### config.mk
export PLATFORM = sky130hd
export DESIGN_NAME = sw_code_entry
export DESIGN_NICKNAME = d
export VERILOG_FILES = /design/src/rtl/sw_io_pkg.sv /design/src/rtl/sw_edge_pend.sv /design/src/rtl/sw_code_entry.sv
export SDC_FILE = /design/constraint.sdc
export NUM_CORES = 1
export LEC_CHECK = 0
export BUFFER_PORTS_ARGS = -buffer_cell sky130_fd_sc_hd__buf_2
export CAP_MARGIN = 10
export CORE_MARGIN = 2
export CORE_UTILIZATION = 40
export DETAILED_ROUTE_END_ITERATION = 12
export PLACE_DENSITY = 0.61
export SLEW_MARGIN = 20
export SYNTH_ARGS = -nofsm -noshare
export SYNTH_HDL_FRONTEND = slang
export SYNTH_HIERARCHICAL = 1
export SYNTH_SLANG_ARGS = --single-unit
### constraint.sdc
create_clock -name CLK -period 4.7 [get_ports CLK]
set_clock_uncertainty 0.05 [all_clocks]
set_input_delay 0.235 -clock CLK [delete_from_list [all_inputs] [get_ports CLK]]
set_output_delay 0.235 -clock CLK [all_outputs]
set_load 0.05 [all_outputs]
### src/rtl/sw_io_pkg.sv
// Shared types and helpers for the switch code-entry block: index sentinel,
// per-switch pending encoding, sequence FSM states, flag encodings.
package sw_io_pkg;

  localparam logic [3:0] IDX_NONE = 4'hF;

  typedef enum logic [1:0] {
    PEND_NONE = 2'b00,
    PEND_UP   = 2'b01,
    PEND_DN   = 2'b10
  } pend_t;

  typedef enum logic {
    ST_CAPTURE = 1'b0,
    ST_FULL    = 1'b1
  } state_t;

  localparam logic [1:0] FLAG_NONE = 2'b00;
  localparam logic [1:0] FLAG_DN   = 2'b01;
  localparam logic [1:0] FLAG_UP   = 2'b11;

  function automatic logic [3:0] popcount(input logic [15:0] v);
    logic [3:0] n;
    n = 4'd0;
    for (int i = 0; i < 16; i++) begin
      n = n + {3'b000, v[i]};
    end
    return n;
  endfunction

endpackage

### src/rtl/sw_edge_pend.sv
// One switch bit: level history, Up/Down edge detection and a pending event
// that the top-level scanner consumes.
module sw_edge_pend
  import sw_io_pkg::*;
(
  input  logic       CLK,
  input  logic       RESET_N,
  input  logic       sw,
  input  logic       scan_clr,
  output logic [1:0] pend
);

  logic  sw_q_r;
  pend_t pend_r;
  pend_t pend_nx_s;
  logic  rise_s;
  logic  fall_s;

  assign rise_s = sw & ~sw_q_r;
  assign fall_s = ~sw & sw_q_r;

  // Next pending state: a fresh edge beats the scan clear; an opposite edge cancels a glitch
  always_comb begin
    pend_nx_s = pend_r;
    if (rise_s) begin
      if (!scan_clr && (pend_r == PEND_DN)) begin
        pend_nx_s = PEND_NONE;
      end else begin
        pend_nx_s = PEND_UP;
      end
    end else if (fall_s) begin
      if (!scan_clr && (pend_r == PEND_UP)) begin
        pend_nx_s = PEND_NONE;
      end else begin
        pend_nx_s = PEND_DN;
      end
    end else if (scan_clr) begin
      pend_nx_s = PEND_NONE;
    end else begin
      pend_nx_s = pend_r;
    end
  end

  // History and pending registers; history loads the live level at reset so held switches stay silent
  always_ff @(posedge CLK) begin
    if (!RESET_N) begin
      sw_q_r <= sw;
      pend_r <= PEND_NONE;
    end else begin
      sw_q_r <= sw;
      pend_r <= pend_nx_s;
    end
  end

  assign pend = pend_r;

endmodule

### src/rtl/sw_code_entry.sv
// Switch code entry: round-robin event scanner, Up counting with conflict
// detection, and digit capture into a sequence offered with valid/ack.
module sw_code_entry
  import sw_io_pkg::*;
#(
  parameter int N_SW   = 10,
  parameter int DIGITS = 4
) (
  input  logic                  CLK,
  input  logic                  RESET_N,
  input  logic [N_SW-1:0]       SW,
  input  logic                  CLR,
  input  logic                  SEQ_ACK,
  output logic [1:0]            SW_CHANGE_FLAG,
  output logic [3:0]            WHICH_SW_CHANGE,
  output logic [3:0]            UP_COUNT,
  output logic [3:0]            UP_LAST,
  output logic [4*DIGITS-1:0]   SEQUENCE,
  output logic [3:0]            SEQ_LEN,
  output logic                  SEQ_VALID,
  output logic                  CONFLICT
);

  localparam logic [3:0]          LAST_IDX  = 4'(N_SW - 1);
  localparam logic [3:0]          N_SW_L    = 4'(N_SW);
  localparam logic [3:0]          DIGITS_L  = 4'(DIGITS);
  localparam logic [4*DIGITS-1:0] SEQ_EMPTY = {DIGITS{IDX_NONE}};

  logic [1:0]          pend_s [N_SW];
  pend_t               pend_k_s;
  logic [3:0]          k_r, k_nx_s;
  logic [1:0]          flag_r, flag_nx_s;
  logic [3:0]          which_r, which_nx_s;
  logic [3:0]          count_r, count_nx_s;
  logic [3:0]          last_r, last_nx_s;
  logic                conflict_r, conflict_nx_s;
  logic [4*DIGITS-1:0] seq_r, seq_nx_s;
  logic [3:0]          len_r, len_nx_s;
  logic                valid_r, valid_nx_s;
  logic                wr_digit_s;
  state_t              state_r, state_nx_s;

  generate
    for (genvar i = 0; i < N_SW; i++) begin : g_bit
      sw_edge_pend u_pend (
        .CLK      (CLK),
        .RESET_N  (RESET_N),
        .sw       (SW[i]),
        .scan_clr (k_r == 4'(i)),
        .pend     (pend_s[i])
      );
    end
  endgenerate

  // Pending state of the bit under the scanner
  always_comb begin
    pend_k_s = PEND_NONE;
    for (int i = 0; i < N_SW; i++) begin
      pend_k_s = (k_r == 4'(i)) ? pend_t'(pend_s[i]) : pend_k_s;
    end
  end

  // Scanner step, event reporting and Up bookkeeping
  always_comb begin
    flag_nx_s     = FLAG_NONE;
    which_nx_s    = IDX_NONE;
    count_nx_s    = count_r;
    last_nx_s     = last_r;
    conflict_nx_s = 1'b0;
    wr_digit_s    = 1'b0;
    if (k_r >= LAST_IDX) begin
      k_nx_s = 4'd0;
    end else begin
      k_nx_s = k_r + 4'd1;
    end
    case (pend_k_s)
      PEND_UP: begin
        flag_nx_s  = FLAG_UP;
        which_nx_s = k_r;
        if (count_r >= N_SW_L) begin
          count_nx_s = count_r;
        end else begin
          count_nx_s = count_r + 4'd1;
        end
        if (count_r == 4'd0) begin
          last_nx_s  = k_r;
          wr_digit_s = 1'b1;
        end else begin
          last_nx_s     = IDX_NONE;
          conflict_nx_s = 1'b1;
        end
      end
      PEND_DN: begin
        flag_nx_s  = FLAG_DN;
        which_nx_s = k_r;
        last_nx_s  = IDX_NONE;
        if (count_r == 4'd0) begin
          count_nx_s = 4'd0;
        end else begin
          count_nx_s = count_r - 4'd1;
        end
      end
      default: begin
        flag_nx_s  = FLAG_NONE;
        which_nx_s = IDX_NONE;
      end
    endcase
  end

  // Sequence FSM: CLR beats a same-cycle digit; ACK only counts once the sequence is full
  always_comb begin
    state_nx_s = state_r;
    seq_nx_s   = seq_r;
    len_nx_s   = len_r;
    case (state_r)
      ST_CAPTURE: begin
        if (CLR) begin
          seq_nx_s = SEQ_EMPTY;
          len_nx_s = 4'd0;
        end else if (wr_digit_s) begin
          for (int n = 0; n < DIGITS; n++) begin
            seq_nx_s[4*n +: 4] = (len_r == 4'(n)) ? k_r : seq_r[4*n +: 4];
          end
          len_nx_s = len_r + 4'd1;
          if ((len_r + 4'd1) == DIGITS_L) begin
            state_nx_s = ST_FULL;
          end else begin
            state_nx_s = ST_CAPTURE;
          end
        end else begin
          state_nx_s = ST_CAPTURE;
        end
      end
      ST_FULL: begin
        if (CLR || SEQ_ACK) begin
          seq_nx_s   = SEQ_EMPTY;
          len_nx_s   = 4'd0;
          state_nx_s = ST_CAPTURE;
        end else begin
          state_nx_s = ST_FULL;
        end
      end
      default: begin
        seq_nx_s   = SEQ_EMPTY;
        len_nx_s   = 4'd0;
        state_nx_s = ST_CAPTURE;
      end
    endcase
    valid_nx_s = (state_nx_s == ST_FULL);
  end

  // FSM state register
  always_ff @(posedge CLK) begin
    if (!RESET_N) begin
      state_r <= ST_CAPTURE;
    end else begin
      state_r <= state_nx_s;
    end
  end

  // Datapath and output registers; the Up count starts from switches already held
  always_ff @(posedge CLK) begin
    if (!RESET_N) begin
      k_r        <= 4'd0;
      flag_r     <= FLAG_NONE;
      which_r    <= IDX_NONE;
      count_r    <= popcount(16'(SW));
      last_r     <= IDX_NONE;
      conflict_r <= 1'b0;
      seq_r      <= SEQ_EMPTY;
      len_r      <= 4'd0;
      valid_r    <= 1'b0;
    end else begin
      k_r        <= k_nx_s;
      flag_r     <= flag_nx_s;
      which_r    <= which_nx_s;
      count_r    <= count_nx_s;
      last_r     <= last_nx_s;
      conflict_r <= conflict_nx_s;
      seq_r      <= seq_nx_s;
      len_r      <= len_nx_s;
      valid_r    <= valid_nx_s;
    end
  end

  assign SW_CHANGE_FLAG  = flag_r;
  assign WHICH_SW_CHANGE = which_r;
  assign UP_COUNT        = count_r;
  assign UP_LAST         = last_r;
  assign SEQUENCE        = seq_r;
  assign SEQ_LEN         = len_r;
  assign SEQ_VALID       = valid_r;
  assign CONFLICT        = conflict_r;

endmodule

==> results.tsv <==
metric	value	unit
status	finished, final reports clean	
syn2layout_area_growth	18.09	%
path_class	reg -> reg	
drive_gt1_share	21.30	%
fin_crit	3.500	ns
dp_hpwl	5564	um
dp_cells	529	
max_slew_margin	40.11	%
rows	34	
antenna_left	0	
wl_met2	3608	um
post-route-period-util	74.48	%
ys.warnings.count	6	
final_common_cell	dfxtp_1	
async_reset_ff_share	0	%
multi_input_area	0.002057	mm2
required	4.85	ns
yosysSeqAreaShare	39.61	%
irDropWorstVdd	0.1708	mV
viasPerCell	5.112	
die-area	0.009875	mm2
wl	7461	um
cts_tree	yes	
final_max_slew_viol_count	0	
synth_seq_cells	70	
syn_nets	421	
post-cts-setup-buffers	0	
grtUsageTotal	16.39	%
num-nets-final	480	
worstMarginPinSlew	0.8983	ns
start_kind	flip-flop	
top_layer_used	met4	
hold_viol	0	
ys.flop_type	dfxtp_1	
setup_viol	0	
chipWidth	99.38	um
cp-end-kind	flip-flop	
start_util	41.52	%
grt_setup_unrepaired	no	
wl_met1	3396	um
syn_inst	382	
grt_pass1_wl	12830	um
grt_pass1_vias	2724	
drc	0	
holdCritPathClass	in -> reg	
dr_total_vias	2832	
cts_inserted_buffers	9	
wire_per_inst	13.47	um
seq_area	0.001441	mm2
arrival	3.65	ns
grt_remaining_overflow	0	
synthTopCellsByArea	dfxtp_1 36%, ha_1 6.5%, nor2b_1 5.3%, mux2i_1 4.4%, nand2_1 3.5%	
power.leakage	1.831	nW
place.gp.congestion	0.8689	
ctsLongestPathBuffers	2	
ios	50	
synth_area	0.003638	mm2
synth_edf_count	4	
cts.sinks	70	
root_buffer	clkbuf_8	
timing.setup.tns	0	ns
grt_max_degree	60	
final_cells	554	
portBuffers	49	
clkLatencyLatePin	0.34	ns
clkTransAtPathRegs	0.08	ns
drv_cap	0	
syn-mean-instance-area	9.525	um2
p_total	1.819	mW
fp.dieH	99.38	um
synth_top_cell_by_area	dfxtp_1	
final_cell_mix	66 x dfxtp_1, 49 x buf_2, 34 x nand2_1, 31 x nor2b_1, 23 x inv_1	
yosysTopAreaCellShare	36.31	%
drtPass1Iterations	6	
cts_hold_buf	9	
antenna_found_initial	0	
synth.distinct_cells	55	
antenna_cells	0	
n_fill_cell	843	
core_area	0.008763	mm2
htreeDepth	3	
crit_fanout	12	
power_density	423.4	mW/mm2
met3_length	334	um
drtIter0Drc	162	
post_cts_resize_count	0	
max_freq	285.7	MHz
power breakdown:
part / internal [mW] / leakage, nW / switching [mW]
registers: 0.665 / 0.585 / 0.0575
logic: 0.192 / 1.12 / 0.331
clock network: 0.345 / 0.124 / 0.229
total: 1.20 / 1.83 / 0.617
per-stage QoR:
| step | util [%] | cell area, um2 | hold WS [ns] | setup WS [ns] |
|---|---|---|---|---|
| after floorplan | - | 3638 | 0.2127 | 1.617 |
| after global placement | 45.25 | 3965 | 0.3295 | 1.312 |
| after detailed placement | 45.25 | 3965 | 0.3336 | 1.179 |
| after CTS | 49.03 | 4297 | 0.00001280 | 1.175 |
| after global routing | 49.03 | 4297 | 0.003496 | 0.6771 |
| final | 49.03 | 4297 | 0.01345 | 1.200 |
flip-flops by register name, summed over array words and instances, names as in the netlist:
register	flops
UP_COUNT	4
SEQUENCE	16
k_r	4
g_bit.u_pend/sw_q_r	10
g_bit.u_pend/pend	20
WHICH_SW_CHANGE	4
UP_LAST	4
SW_CHANGE_FLAG	2
SEQ_LEN	4
CONFLICT	1
SEQ_VALID	1
worst max-delay path, cell delays in order, from the launching register on:
cell       delay, ns
dfxtp_1         0.36
inv_1           0.16
ha_1            0.41
nor2b_1         0.11
a221oi_1        0.28
nor2_1          0.09
a221oi_1        0.27
o311a_1         0.24
ha_1            0.25
nand4bb_4       0.16
nor4_4          0.50
a21oi_2         0.21
mux2i_1         0.20
nand2_1         0.07
cells by family (layout without fill, tap and decap cells):
| kind of cell | count (synthesis) | count (layout) | share of synthesized area [%] |
|---|---|---|---|
| AO/OA/AOI/OAI | 70 | 70 | 13.79 |
| XOR/XNOR | 5 | 5 | 1.204 |
| adder cells (fa/ha/maj) | 25 | 25 | 9.835 |
| buffers and inverters | 33 | 97 | 3.851 |
| flip-flops | 70 | 70 | 39.62 |
| multiplexers | 17 | 17 | 4.711 |
| AND/OR/NAND/NOR | 162 | 162 | 26.99 |
cell usage after synthesis, types with 2 or more instances:
cell type / count
nand2_1: 34
a21oi_1: 7
a22oi_1: 10
a221o_1: 2
nand3_1: 5
mux2i_1: 16
fa_1: 6
a21oi_2: 2
a21o_1: 2
a221oi_1: 3
and2_1: 19
xor2_1: 3
clkbuf_1: 5
o21ai_0: 11
nor2_1: 13
a21oi_4: 2
edfxtp_1: 4
nor3b_1: 2
o311ai_0: 2
a211oi_1: 3
or3_1: 2
inv_1: 23
buf_2: 3
nand2b_2: 10
and3_1: 2
xnor2_1: 2
and2b_2: 10
ha_1: 19
nor2b_1: 31
nor3_1: 9
dfxtp_1: 66
nand2b_1: 16
a21boi_0: 2
o22ai_1: 13
o211ai_1: 3
per-layer routing:
layer	vias up	track usage [%]
met5	-	0
met4	0	7.271
met3	8	3.092
met2	64	28.17
met1	1335	19.98
li1	1425	-
final cells by class:
type                            instances  share of cell area (%)
Multi-Input combinational cell        279                   47.87
Sequential cell                        70                   33.55
Timing Repair Buffer                   58                   7.804
Clock buffer                           11                   3.786
Tap cell                              108                   3.145
Inverter                               23                   2.009
Clock inverter                          5                   1.835
path summary, 6_finish.rpt:
check | from | end | slack, ns | cells after the start
worst min register to register | SEQUENCE[9] | SEQUENCE[9] | 0.43 | 2
worst min-delay path | SW[1] | g_bit[1].u_pend/sw_q_r | 0.01 | 1
worst max register to register | k_r[1] | SEQUENCE[2] | 1.20 | 13
worst max-delay path | k_r[1] | SEQUENCE[2] | 1.20 | 13
(Power assumes the default switching activity.)
